[src/rtl/lock_rst_pkg.sv]
// Shared types and default constants for the PLL lock reset generator.
// Holds the FSM state encoding and the counter-width helper.
package lock_rst_pkg;

  typedef enum logic [2:0] {
    ST_PLLRST,
    ST_WAIT_LOCK,
    ST_STABLE,
    ST_RUN,
    ST_HOLD
  } state_e;

  localparam int unsigned DEF_SYNC_STAGES    = 2;
  localparam int unsigned DEF_STABLE_CYCLES  = 1024;
  localparam int unsigned DEF_TIMEOUT_CYCLES = 65536;
  localparam int unsigned DEF_ARST_CYCLES    = 16;
  localparam int unsigned DEF_HOLD_CYCLES    = 16;
  localparam int unsigned DEF_CNT_W          = 8;

  // clog2 of the largest interval; never narrower than one bit.
  function automatic int unsigned cnt_width(
    input int unsigned a,
    input int unsigned b,
    input int unsigned c,
    input int unsigned d
  );
    int unsigned m;
    m = a;
    if (b > m) m = b;
    if (c > m) m = c;
    if (d > m) m = d;
    return ($clog2(m) > 0) ? $clog2(m) : 1;
  endfunction

endpackage

[src/rtl/sync_ff.sv]
// N-stage single-bit synchronizer with synchronous active-low clear.
// Ports: clk_i clock, clr_ni clear, d_i async input, q_o synced output.
module sync_ff #(
  parameter int unsigned N = 2
) (
  input  logic clk_i,
  input  logic clr_ni,
  input  logic d_i,
  output logic q_o
);

  logic [N-1:0] ff_q;

  // Shift d_i in at bit 0; the oldest sample leaves from the top.
  always_ff @(posedge clk_i) begin
    if (!clr_ni) begin
      ff_q <= '0;
    end else begin
      ff_q <= N'({ff_q, d_i});
    end
  end

  assign q_o = ff_q[N-1];

endmodule

[src/rtl/lock_rst_gen.sv]
// PLL lock supervisor: pulses pll_areset, waits for a stable lock,
// then releases rst_out_n. Ports: clk, rst (sync, active low),
// locked (async), pll_areset, rst_out_n, loss_cnt, retry_cnt.
module lock_rst_gen
  import lock_rst_pkg::*;
#(
  parameter int unsigned SYNC_STAGES    = DEF_SYNC_STAGES,
  parameter int unsigned STABLE_CYCLES  = DEF_STABLE_CYCLES,
  parameter int unsigned TIMEOUT_CYCLES = DEF_TIMEOUT_CYCLES,
  parameter int unsigned ARST_CYCLES    = DEF_ARST_CYCLES,
  parameter int unsigned HOLD_CYCLES    = DEF_HOLD_CYCLES,
  parameter int unsigned CNT_W          = DEF_CNT_W
) (
  input  logic             clk,
  input  logic             rst,
  input  logic             locked,
  output logic             pll_areset,
  output logic             rst_out_n,
  output logic [CNT_W-1:0] loss_cnt,
  output logic [CNT_W-1:0] retry_cnt
);

  localparam int unsigned CW = cnt_width(STABLE_CYCLES,
                                         TIMEOUT_CYCLES,
                                         ARST_CYCLES,
                                         HOLD_CYCLES);

  localparam logic [CW-1:0] ARST_LAST = CW'(ARST_CYCLES - 1);
  localparam logic [CW-1:0] TMO_LAST  = CW'(TIMEOUT_CYCLES - 1);
  localparam logic [CW-1:0] STB_LAST  = CW'(STABLE_CYCLES - 1);
  localparam logic [CW-1:0] HOLD_LAST = CW'(HOLD_CYCLES - 1);

  logic             lk_s;
  state_e           state_q, state_d;
  logic [CW-1:0]    cnt_q, cnt_d;
  logic [CNT_W-1:0] loss_q, loss_d;
  logic [CNT_W-1:0] retry_q, retry_d;
  logic             pa_q;
  logic             ron_q;

  function automatic logic [CNT_W-1:0] sat_inc(
    input logic [CNT_W-1:0] v
  );
    return (&v) ? v : v + CNT_W'(1);
  endfunction

  sync_ff #(
    .N(SYNC_STAGES)
  ) u_sync (
    .clk_i (clk),
    .clr_ni(rst),
    .d_i   (locked),
    .q_o   (lk_s)
  );

  always_comb begin
    state_d = state_q;
    cnt_d   = cnt_q + CW'(1);
    loss_d  = loss_q;
    retry_d = retry_q;
    unique case (state_q)
      ST_PLLRST: begin
        if (cnt_q == ARST_LAST) state_d = ST_WAIT_LOCK;
      end
      ST_WAIT_LOCK: begin
        // Lock takes priority over a coincident timeout.
        if (lk_s) begin
          state_d = ST_STABLE;
        end else if (cnt_q == TMO_LAST) begin
          state_d = ST_PLLRST;
          retry_d = sat_inc(retry_q);
        end
      end
      ST_STABLE: begin
        if (!lk_s) begin
          state_d = ST_WAIT_LOCK;
        end else if (cnt_q == STB_LAST) begin
          state_d = ST_RUN;
        end
      end
      ST_RUN: begin
        cnt_d = '0;
        if (!lk_s) begin
          state_d = ST_HOLD;
          loss_d  = sat_inc(loss_q);
        end
      end
      ST_HOLD: begin
        if (cnt_q == HOLD_LAST) state_d = ST_WAIT_LOCK;
      end
      default: state_d = ST_PLLRST;
    endcase
    if (state_d != state_q) cnt_d = '0;
  end

  // Outputs are decoded from the next state so they are
  // registered yet track the state without extra lag.
  always_ff @(posedge clk) begin
    if (!rst) begin
      state_q <= ST_PLLRST;
      cnt_q   <= '0;
      loss_q  <= '0;
      retry_q <= '0;
      pa_q    <= 1'b1;
      ron_q   <= 1'b0;
    end else begin
      state_q <= state_d;
      cnt_q   <= cnt_d;
      loss_q  <= loss_d;
      retry_q <= retry_d;
      pa_q    <= (state_d == ST_PLLRST);
      ron_q   <= (state_d == ST_RUN);
    end
  end

  assign pll_areset = pa_q;
  assign rst_out_n  = ron_q;
  assign loss_cnt   = loss_q;
  assign retry_cnt  = retry_q;

endmodule

[config.mk]
export PLATFORM = sky130hd
export DESIGN_NAME = lock_rst_gen
export DESIGN_NICKNAME = d
export VERILOG_FILES = /design/src/rtl/lock_rst_pkg.sv /design/src/rtl/sync_ff.sv /design/src/rtl/lock_rst_gen.sv
export SDC_FILE = /design/constraint.sdc
export NUM_CORES = 1
export LEC_CHECK = 0
export BUFFER_PORTS_ARGS = -buffer_cell sky130_fd_sc_hd__buf_2
export CAP_MARGIN = 20
export CORE_ASPECT_RATIO = 1.4
export CORE_UTILIZATION = 30
export DETAILED_ROUTE_END_ITERATION = 8
export PLACE_DENSITY_LB_ADDON = 0.12
export SLEW_MARGIN = 20
export SYNTH_ARGS = -nofsm -noshare
export SYNTH_HDL_FRONTEND = slang
export SYNTH_SLANG_ARGS = --single-unit
[constraint.sdc]
create_clock -name clk -period 3.17 [get_ports clk]
set_input_delay 0.317 -clock clk [delete_from_list [all_inputs] [get_ports clk]]
set_output_delay 0.317 -clock clk [all_outputs]
set_load 0.005 [all_outputs]
==> impl_metrics.yaml <==
clock_tree:
  clk_path_buf_depth: 2
  hold_buffers: 0
  cts_setup_buffers: 0
  cts_root_buffer: "clkbuf_8"
  cts_tree: "yes"
  cts_resized: 0
  numCtsBuffers: 5
  h-tree-depth: 2
  clock_latency_ns: 0.29
  cts.sinks: 39
  clk_pin_slew_ns: 0.07
run:
  drv_cap: 0
yosys:
  ys_ff_latch: 39
  ys.flop_type: "dfxtp_1"
  synthArstFlopShare: 0
  syn-num-nets: 206
  synth_warnings: 0
  netlist_instances: 200
  synth_edf_count: 0
  syn_area_um2: 1860
  yosysSeqAreaShare: 0.420
  ys_types: 42
  syn_avg_cell_area_um2: 9.30
detailed_routing:
  post-route-drc-count: 0
  first_pass_iters: 4
  wl_per_cell_um: 13.0
  first_iter_violations: 60
  ant_nets: 0
  vias: 1466
  via_per_inst: 5.00
  wirelength_mm: 3.80
die:
  coreArea_um2: 5900
  num_rows: 33
  initial_core_util: 0.315
  die_x_um: 68.5
  die_height_um: 95.2
  die-area_um2: 6520
  io_pins: 21
sta:
  hold_viol: 0
  slew_viol_final: 0
  fin_tns_setup_ns: 0
  finClkSkew_ns: 0.00707
  max_freq_mhz: 490
  setup_violations: 0
  slew-limit-headroom: 0.691
  grt_setup_unrepaired: "false"
  worst_pin_slew_ns: 0.461
  period_needed_ns: 2.04
  period_share: 0.644
global_routing:
  antenna_found_initial: 0
  grt_pass1_vias: 1397
  globalRouteOverflowTotal: 0
  gr-usage-all-layers: 0.135
  grt_first_pass_wirelength_mm: 6.54
  grt_max_degree: 24
final_layout:
  diodes: 0
  layout-drive-gt1-share: 0.161
  nFillCells: 636
  layout_commonest_cell: "dfxtp_1"
  layout_common_cells: "dfxtp_1, buf_2, xnor2_1"
  nNetsFinal: 228
  layout.cells.non_filler: 293
  syn2layout_area_growth_pct: 13.1
worst_setup_path:
  slowest_delay_ns: 0.49
  critPathLaunchType: "register"
  end_kind: "register"
  cp.arrival_ns: 2.23
  cp_cell_sequence: "ha_1 > nand3_1 > nor4_4 > nand3_4 > o31a_2 > o21a_1"
  path_max_fanout: 10
  critical_path.top_delay_family: "simple AND/OR/NAND/NOR gates"
  crit_type: "reg2reg"
  worstPathRequired_ns: 3.36
  crit_buf_inv: 0
  crit_path_top_delay_cell: "nor4_4"
pwr:
  power.leakage_nw: 0.770
  powerDensity_nw_per_um2: 398
  vdd_drop_max_uv: 156
placement:
  portBuffers: 20
  dp.cells: 285
  place_congestion: 0.741
  dpl.hpwl_mm: 2.73
run_status:
  outcome: "complete, no violations"
min_path:
  min_path_type: "in2reg"
-- synthesized netlist by cell type (3+ instances only) --
library cell / n / area (µm²)
nand4_1: 13 / 81.3
dfxtp_1: 39 / 781
a21oi_1: 3 / 15.0
nor4_1: 5 / 31.3
xnor2_1: 16 / 140
xor2_1: 7 / 61.3
nor3_1: 13 / 65.1
and3_1: 4 / 25.0
nand3_1: 11 / 55.1
inv_1: 3 / 11.3
a21boi_1: 3 / 22.5
buf_4: 3 / 22.5
nor2b_1: 3 / 18.8
or3_1: 3 / 18.8
o21ai_0: 4 / 20.0
nor2_1: 13 / 48.8
and2_1: 12 / 75.1
nand2_1: 11 / 41.3
ha_1: 3 / 37.5
-- worst reg2reg max path, stage by stage (launching register included) --
cell,delay (ns)
dfxtp_1,0.38
ha_1,0.22
nand3_1,0.16
nor4_4,0.49
nand3_4,0.20
o31a_2,0.32
o21a_1,0.18
-- per-layer routing --
metal / routed length [µm] / GRT usage / up-vias
li1: - / - / 770
met2: 1890 / 0.221 / 14
met5: 0 / 0 / -
met1: 1760 / 0.164 / 677
met3: 82 / 0.0335 / 5
met4: 65 / 0.0556 / 0
-- through the flow --
stage	power [W]	hold slack, ns	worst slack, ns	util	cell area (µm²)
after floorplan	0.000523	0.412	1.31	-	1860
after global placement	0.000530	0.415	1.15	0.342	2020
after detailed placement	0.000529	0.426	1.11	0.342	2020
after CTS	0.000854	0.225	1.12	0.356	2100
after global routing	0.000881	0.251	0.937	0.356	2100
final	0.000837	0.234	1.13	0.356	2100
-- power by group --
group	leakage (nW)	switching [W]	internal [W]	total (W)
Combinational	0.412	0.0000102	0.00000794	0.0000182
Sequential	0.315	0.00000510	0.000494	0.000499
Clock	0.0422	0.000165	0.000154	0.000320
-- path summary, 6_finish.rpt --
kind,to,startpoint,cells after the start,slack [ns]
worst min register to register,u_sync.ff_q[1]$_SDFF_PN0_,u_sync.ff_q[0]$_SDFF_PN0_,1,0.44
worst max register to register,retry_cnt[5]$_SDFFE_PN0P_,cnt_q[0]$_SDFF_PP0_,6,1.13
worst max-delay path,retry_cnt[5]$_SDFFE_PN0P_,cnt_q[0]$_SDFF_PP0_,6,1.13
worst min-delay path,u_sync.ff_q[0]$_SDFF_PN0_,locked,2,0.23
-- registers in the layout, indices dropped and copies added, names as in the netlist --
| register | cells |
|---|---|
| cnt_q | 16 |
| loss_cnt | 8 |
| pll_areset | 1 |
| retry_cnt | 8 |
| rst_out_n | 1 |
| state_q | 3 |
| u_sync.ff_q | 2 |
-- cells by family after synthesis --
| group | count (synthesis) | synth area share |
|---|---|---|
| mux | 2 | 0.0108 |
| simple gates | 101 | 0.326 |
| xor+xnor | 23 | 0.108 |
| buf+inv | 10 | 0.0276 |
| fa+ha+maj | 3 | 0.0202 |
| compound gates | 22 | 0.0868 |
| flops | 39 | 0.420 |
-- cell type report --
class	count	area [µm²]	share of cell area
Inverter	3	11.3	0.00535
Multi-Input combinational cell	151	1030	0.488
Timing Repair Buffer	22	115	0.0547
Clock inverter	1	5.00	0.00238
Tap cell	70	87.6	0.0416
Clock buffer	7	76.3	0.0363
Sequential cell	39	781	0.371
Note: power is estimated with default switching activity, not from simulation.
